===== src/rtl/fb_pixel_writer.sv =====
// fb_pixel_writer
//
// Front end of the VGA pattern generator. It accepts a byte stream of R,G,B
// triplets over a valid/ready handshake and packs every three bytes into one
// 24-bit pixel. Each pixel is written to the back bank of a double-buffered
// H_PIX x V_PIX framebuffer. When a frame is complete the block stalls the
// stream until the next vertical-sync falling edge. It then flips the banks,
// so the generator always displays a fully written image.
//
// Ports:
//   clk        in   pixel clock, shared with the generator
//   reset_n    in   asynchronous active-low reset
//   s_valid    in   byte-stream valid
//   s_data     in   8-bit byte, pixel order R, G, B
//   s_sof      in   start of frame, qualifies the R byte of pixel 0
//   s_ready    out  byte accepted this cycle when s_valid is also high
//   vga_vs     in   vertical sync from the generator (active low)
//   wr_en      out  framebuffer write strobe (one cycle per pixel)
//   wr_addr    out  linear pixel address row*H_PIX+col
//   wr_data    out  {R,G,B}
//   wr_bank    out  bank currently being written
//   rd_bank    out  bank currently being displayed
//   frame_done out  pulse coincident with the write of the last pixel
//   resync     out  pulse the cycle after an SOF arrives mid-frame

module fb_pixel_writer #(
  parameter int H_PIX  = 192,
  parameter int V_PIX  = 108,
  parameter int ADDR_W = 15
) (
  input  logic              clk,
  input  logic              reset_n,
  input  logic              s_valid,
  input  logic [7:0]        s_data,
  input  logic              s_sof,
  output logic              s_ready,
  input  logic              vga_vs,
  output logic              wr_en,
  output logic [ADDR_W-1:0] wr_addr,
  output logic [23:0]       wr_data,
  output logic              wr_bank,
  output logic              rd_bank,
  output logic              frame_done,
  output logic              resync
);

  // Address of the final pixel. The running counter stops here, so it never wraps.
  localparam logic [ADDR_W-1:0] LAST_ADDR = ADDR_W'(H_PIX * V_PIX - 1);
  localparam logic [ADDR_W-1:0] ADDR_ZERO = {ADDR_W{1'b0}};
  localparam logic [ADDR_W-1:0] ADDR_ONE  = {{(ADDR_W-1){1'b0}}, 1'b1};

  typedef enum logic [1:0] {
    IDLE      = 2'd0,
    FILL      = 2'd1,
    WAIT_SWAP = 2'd2
  } state_t;

  state_t            state_r;
  logic [1:0]        phase_r;       // 0 = expecting R, 1 = G, 2 = B
  logic [ADDR_W-1:0] addr_r;        // address of the pixel being assembled
  logic [7:0]        red_r;
  logic [7:0]        green_r;
  logic              vs_d_r;
  logic              ready_r;
  logic              wr_en_r;
  logic [ADDR_W-1:0] wr_addr_r;
  logic [23:0]       wr_data_r;
  logic              wr_bank_r;
  logic              rd_bank_r;
  logic              frame_done_r;
  logic              resync_r;

  logic              xfer_s;
  logic              vs_fall_s;
  logic              last_pix_s;

  // Handshake qualifier, vsync falling-edge detect and last-pixel compare
  always_comb begin
    xfer_s     = s_valid && ready_r;
    vs_fall_s  = vs_d_r && !vga_vs;
    last_pix_s = (addr_r == LAST_ADDR);
  end

  assign s_ready    = ready_r;
  assign wr_en      = wr_en_r;
  assign wr_addr    = wr_addr_r;
  assign wr_data    = wr_data_r;
  assign wr_bank    = wr_bank_r;
  assign rd_bank    = rd_bank_r;
  assign frame_done = frame_done_r;
  assign resync     = resync_r;

  // Control FSM with pixel packing, address counter, bank swap and registered outputs
  always_ff @(posedge clk or negedge reset_n) begin
    if (!reset_n) begin
      state_r      <= IDLE;
      phase_r      <= 2'd0;
      addr_r       <= ADDR_ZERO;
      red_r        <= 8'h00;
      green_r      <= 8'h00;
      vs_d_r       <= 1'b1;
      ready_r      <= 1'b0;
      wr_en_r      <= 1'b0;
      wr_addr_r    <= ADDR_ZERO;
      wr_data_r    <= 24'h000000;
      wr_bank_r    <= 1'b1;
      rd_bank_r    <= 1'b0;
      frame_done_r <= 1'b0;
      resync_r     <= 1'b0;
    end else begin
      vs_d_r       <= vga_vs;
      // Strobes default low and are raised for a single cycle below
      wr_en_r      <= 1'b0;
      frame_done_r <= 1'b0;
      resync_r     <= 1'b0;
      ready_r      <= 1'b1;

      case (state_r)
        IDLE: begin
          // Bytes that arrive before any SOF are accepted and discarded
          if (xfer_s && s_sof) begin
            red_r   <= s_data;
            phase_r <= 2'd1;
            addr_r  <= ADDR_ZERO;
            state_r <= FILL;
          end else begin
            state_r <= IDLE;
          end
        end

        FILL: begin
          if (xfer_s) begin
            if (s_sof) begin
              // An SOF at any byte position abandons the partial pixel and
              // restarts the frame in the same bank, using this byte as R
              resync_r <= 1'b1;
              red_r    <= s_data;
              phase_r  <= 2'd1;
              addr_r   <= ADDR_ZERO;
            end else begin
              case (phase_r)
                2'd0: begin
                  red_r   <= s_data;
                  phase_r <= 2'd1;
                end
                2'd1: begin
                  green_r <= s_data;
                  phase_r <= 2'd2;
                end
                2'd2: begin
                  wr_en_r   <= 1'b1;
                  wr_addr_r <= addr_r;
                  wr_data_r <= {red_r, green_r, s_data};
                  phase_r   <= 2'd0;
                  if (last_pix_s) begin
                    // Frame complete. Stall the stream until the next vsync.
                    frame_done_r <= 1'b1;
                    ready_r      <= 1'b0;
                    state_r      <= WAIT_SWAP;
                  end else begin
                    addr_r <= addr_r + ADDR_ONE;
                  end
                end
                default: begin
                  phase_r <= 2'd0;
                end
              endcase
            end
          end else begin
            state_r <= FILL;
          end
        end

        WAIT_SWAP: begin
          // Flip the banks on a vsync falling edge. The freshly written bank
          // becomes the displayed one.
          if (vs_fall_s) begin
            rd_bank_r <= wr_bank_r;
            wr_bank_r <= ~wr_bank_r;
            state_r   <= IDLE;
          end else begin
            ready_r <= 1'b0;
          end
        end

        default: begin
          state_r <= IDLE;
          phase_r <= 2'd0;
        end
      endcase
    end
  end

endmodule


===== config.mk =====
export PLATFORM = sky130hd
export DESIGN_NAME = fb_pixel_writer
export DESIGN_NICKNAME = d
export VERILOG_FILES = /design/src/rtl/fb_pixel_writer.sv
export SDC_FILE = /design/constraint.sdc
export NUM_CORES = 1
export LEC_CHECK = 0
export CAP_MARGIN = 30
export CORE_ASPECT_RATIO = 1.5
export CORE_MARGIN = 2
export CORE_UTILIZATION = 50
export DETAILED_ROUTE_END_ITERATION = 12
export PLACE_DENSITY = 0.73
export SYNTH_ARGS = -nofsm -noshare
export SYNTH_HDL_FRONTEND = slang
export SYNTH_SLANG_ARGS = --single-unit

===== constraint.sdc =====
create_clock -name clk -period 2 [get_ports clk]
set_input_delay 0.4 -clock clk [delete_from_list [all_inputs] [get_ports clk]]
set_output_delay 0.4 -clock clk [all_outputs]
set_load 0.01 [all_outputs]

==> results.md <==
- After detailed routing, the number of remaining DRC violations is 0.
- The fraction of post-synthesis cell area in the top cell type by area is 0.5762.
- The clock tree from TritonCTS is yes.
- The transition time of the tightest slew-check pin is 0.5207 ns.
- The share of the cycle needed by the critical path after routing is 0.9490.
- The total wire length after detailed routing is 6359 um.
- From synthesis to final layout, the design area changed by 30.34%.
- The count of final hold-check violations is 0.
- The final net count is 364.
- The post-synthesis share of cell area spent on xor and xnor gates is 0.02553.
- The count of antenna diodes in the layout is 0.
- Summed over all cells, the static leakage comes to 2.048 nW.
- The final route contains 2,316 vias.
- The wire-length estimate of the detail-placed layout is 4523 um.
- The count of clock tree sinks is 81.
- The core region is 6759 um^2.
- For this run, the detailed router's first-pass iteration total came to 4.
- The final count of pins violating max slew is 0.
- The flow ran to the end, and the final reports show no timing, DRC or antenna violations.
- The number of enable flip-flop cells after synthesis is 0.
- The area of the mapped netlist is 3431 um^2.
- The register area share after synthesis is 0.5915.
- In this run the worst path has a maximum fanout of 8.
- Setup repair after global routing could not meet its margin everywhere.
- The average size of a mapped cell is 13.09 um^2.
- For this configuration, the core starts out at a cell density of 0.5076.
- Based on the critical path, the design can be clocked at up to 526.8 MHz.
- The initial antenna violation count came to 0.
- The total of cells resized after clock tree synthesis is 0.
- Max-cap violations in this run came to 0.
- For this run, the leading register cell type out of synthesis is sky130_fd_sc_hd__dfrtp_1.
- The share of cells above drive strength 1 is 0.3011.
- STA classifies the critical path startpoint as a flop.
- The die is 105.5 um tall.
- After clock tree synthesis, the setup repair step added 0 buffers.
- The die covers 7554 um^2.
- Power spread over the standard cell area amounts to 1006 nW/um^2.
- Sorting the synthesized cells by area gives the leading types as sky130_fd_sc_hd__dfrtp_1, sky130_fd_sc_hd__mux2_2, sky130_fd_sc_hd__xor2_1.
- The congestion estimate from routability-driven global placement came to 0.8214.
- The overall die width is 71.64 um.
- No sink is reached through more buffers than the 2 on the longest clock path.
- The worst setup path is captured at a flop.
- Clock tree synthesis inserted a total of 9 buffers.
- After detailed routing, the number of vias per cell comes to 5.386.
- The post-place instance area is 4285 um^2.
- The final worst-path setup slack is 0.1019 ns.
- The combinational family with the most area after synthesis is multiplexers.
- For this run, asynchronously set or reset flops after synthesis account for 1.000.
- In this run the number of H-tree levels came out at 3.
- The maximum number of pins on one net before global-route repair is 42.
- During placement, the flow inserted port buffers numbering 57.
- The highest ir drop seen on vdd is 530.0 uV.
- Counting every net in the synthesized netlist gives 279.
- The worst endpoint required time is 2.24 ns.
- The overflow left after global routing is 0.
- The worst slew margin relative to its limit is 0.6529.
- The insertion delay of the later-clocked pin in the worst-skew pair is 0.36 ns.
- The simple-gate area share of the yosys netlist is 0.1087.
- After routing the design area is 4472 um^2.
- In this run the remaining antenna-violating nets after routing total 0.
- The via count of the first global-routing pass is 2,302.
- The largest total area in the synthesized netlist belongs to sky130_fd_sc_hd__dfrtp_1.
- The share of the core filled with cells in the final layout is 0.6616.
- Across the routed clock network, the largest skew measured is 0.01144 ns.
- The first-pass GRT wire length is 10,820 um.
- The global-route total usage across every layer is 0.1844.
- The buffer type at the clock tree root is sky130_fd_sc_hd__clkbuf_8.
- Row generation in the floorplan step produced 37 rows.
- Dividing the detail-routed wire length by the instance count gives 14.79 um.
- The number of setup violations in the final report is 0.
- The number of DRC violations after detailed-routing iteration 0 is 104.
- At the placement stage, the worst setup path has a slack of -0.2002 ns.
- The number of instances in the synthesized netlist is 262.
- Yosys printed 0 warnings.
- The critical path is of the reg2reg type.
- Of the total synthesized cell area, the portion taken by full adders, half adders and majority gates is 0.01459.
- 58 I/O pins were placed.
- The number of library cell types mapped by synthesis is 37.
- The clock period could shrink to 1.898 ns.
- The proportion of synthesized area in mux cells is 0.1958.
- After clock tree synthesis, the clock-pin slew on the worst setup and hold paths is 0.09 ns.
- The complex-gate fraction of the synthesized area is 0.04267.
- The number of hold buffers added after CTS was 0.
- The synthesis-stage register bit count is 81.
- The type of the most critical hold path is in2async.
- The arrival time reported for the critical path endpoint is 2.14 ns.
flip-flops by register name, indices dropped and copies added, names as in the netlist:
register,cells
state_r,2
s_ready,1
resync,1
phase_r,2
rd_bank,1
wr_en,1
addr_r,15
wr_bank,1
red_r,8
wr_addr,15
frame_done,1
wr_data,24
green_r,8
vs_d_r,1
report_power, final:
group / switching [W] / internal [W]
logic: 0.000499 / 0.000743
registers: 0.000188 / 0.00198
clock network: 0.000632 / 0.000458
total: 0.00132 / 0.00318
placed cells by master, fill, tap and decap left out, types with 3 or more instances in the layout:
cell,count
sky130_fd_sc_hd__buf_4,23
sky130_fd_sc_hd__nor2_1,15
sky130_fd_sc_hd__inv_1,8
sky130_fd_sc_hd__nand4_1,7
sky130_fd_sc_hd__nor2b_1,3
sky130_fd_sc_hd__mux2_1,3
sky130_fd_sc_hd__a21oi_1,7
sky130_fd_sc_hd__nand3b_1,3
sky130_fd_sc_hd__ha_1,3
sky130_fd_sc_hd__a31oi_1,3
sky130_fd_sc_hd__clkbuf_8,9
sky130_fd_sc_hd__buf_12,3
sky130_fd_sc_hd__nor3_1,6
sky130_fd_sc_hd__nand3_1,10
sky130_fd_sc_hd__clkinvlp_4,3
sky130_fd_sc_hd__clkdlybuf4s50_1,56
sky130_fd_sc_hd__mux2_2,54
sky130_fd_sc_hd__xor2_1,9
sky130_fd_sc_hd__nand2_1,11
sky130_fd_sc_hd__mux2i_1,3
sky130_fd_sc_hd__dfrtp_1,79
sky130_fd_sc_hd__o21ai_0,6
synthesized netlist by cell type (2+ instances only):
| library cell | count |
|---|---|
| sky130_fd_sc_hd__nand4_1 | 7 |
| sky130_fd_sc_hd__ha_1 | 4 |
| sky130_fd_sc_hd__nor4b_2 | 2 |
| sky130_fd_sc_hd__mux2_1 | 3 |
| sky130_fd_sc_hd__nor2_1 | 15 |
| sky130_fd_sc_hd__nand3b_1 | 3 |
| sky130_fd_sc_hd__dfrtp_1 | 79 |
| sky130_fd_sc_hd__nor2b_1 | 3 |
| sky130_fd_sc_hd__o21ai_0 | 6 |
| sky130_fd_sc_hd__dfstp_2 | 2 |
| sky130_fd_sc_hd__nor3_1 | 6 |
| sky130_fd_sc_hd__o31ai_1 | 2 |
| sky130_fd_sc_hd__nand2b_1 | 2 |
| sky130_fd_sc_hd__a31oi_1 | 3 |
| sky130_fd_sc_hd__mux2i_1 | 3 |
| sky130_fd_sc_hd__nand3_1 | 10 |
| sky130_fd_sc_hd__nand2_1 | 11 |
| sky130_fd_sc_hd__or2_2 | 2 |
| sky130_fd_sc_hd__inv_1 | 8 |
| sky130_fd_sc_hd__a21oi_1 | 7 |
| sky130_fd_sc_hd__mux2_2 | 54 |
| sky130_fd_sc_hd__buf_2 | 7 |
| sky130_fd_sc_hd__xor2_1 | 9 |
per-layer routing:
layer  routed length (um)  global-route usage  share of wire  vias to the layer above
met5                    0                   0              0                        -
li1                     -                   -              -                     1103
met4                  104             0.06469          0.016                        0
met1                 2816              0.2419           0.44                     1151
met3                  287             0.04685          0.045                        9
met2                 3151              0.2956           0.50                       53
cell families after synthesis:
kind of cell    Yosys count
compound gates           23
fa+ha+maj                 4
flops                    81
simple gates             68
xor+xnor                 10
mux                      60
buf+inv                  16
worst max-delay path, stage by stage (launching register included):
cell and delay, ns:
sky130_fd_sc_hd__dfrtp_1 0.41, sky130_fd_sc_hd__inv_1 0.09, sky130_fd_sc_hd__ha_1 0.21, sky130_fd_sc_hd__nand3_1 0.12, sky130_fd_sc_hd__or4b_1 0.49, sky130_fd_sc_hd__buf_4 0.20, sky130_fd_sc_hd__mux2_2 0.27
final timing paths:
kind / start / slack, ns / cells past startpoint / to
hold reg to reg: wr_data[15] / 0.49 / 1 / wr_data[15]
setup reg to reg: state_r[1] / 0.10 / 6 / green_r[7]
hold / removal: reset_n / 0.004 / 1 / wr_data[1]
max in group asynchronous: reset_n / 1.38 / 2 / vs_d_r
setup / recovery: state_r[1] / 0.10 / 6 / green_r[7]
min in group clk: wr_data[15] / 0.49 / 1 / wr_data[15]
through the flow:
step                      instances  hold WS, ns  total power [W]  setup TNS [ns]
after global placement          414       0.4121         0.003411          -3.522
final                           430     0.003751         0.004500               0
after CTS                       430      0.02226         0.004551               0
after floorplan                 262       0.1044         0.002822               0
after global routing            430      0.05031         0.004757        -0.08991
after detailed placement        414       0.4134         0.003456          -5.997
area by class of cell:
cell class | count | area (um^2)
Inverter | 8 | 30.03
Tap cell | 78 | 97.59
Timing Repair Buffer | 82 | 793.3
Clock inverter | 7 | 53.80
Multi-Input combinational cell | 165 | 1344
Clock buffer | 9 | 123.9
Sequential cell | 81 | 2029
Fill cell | 535 | 2287
No activity file was read; power rests on OpenSTA's default activity.
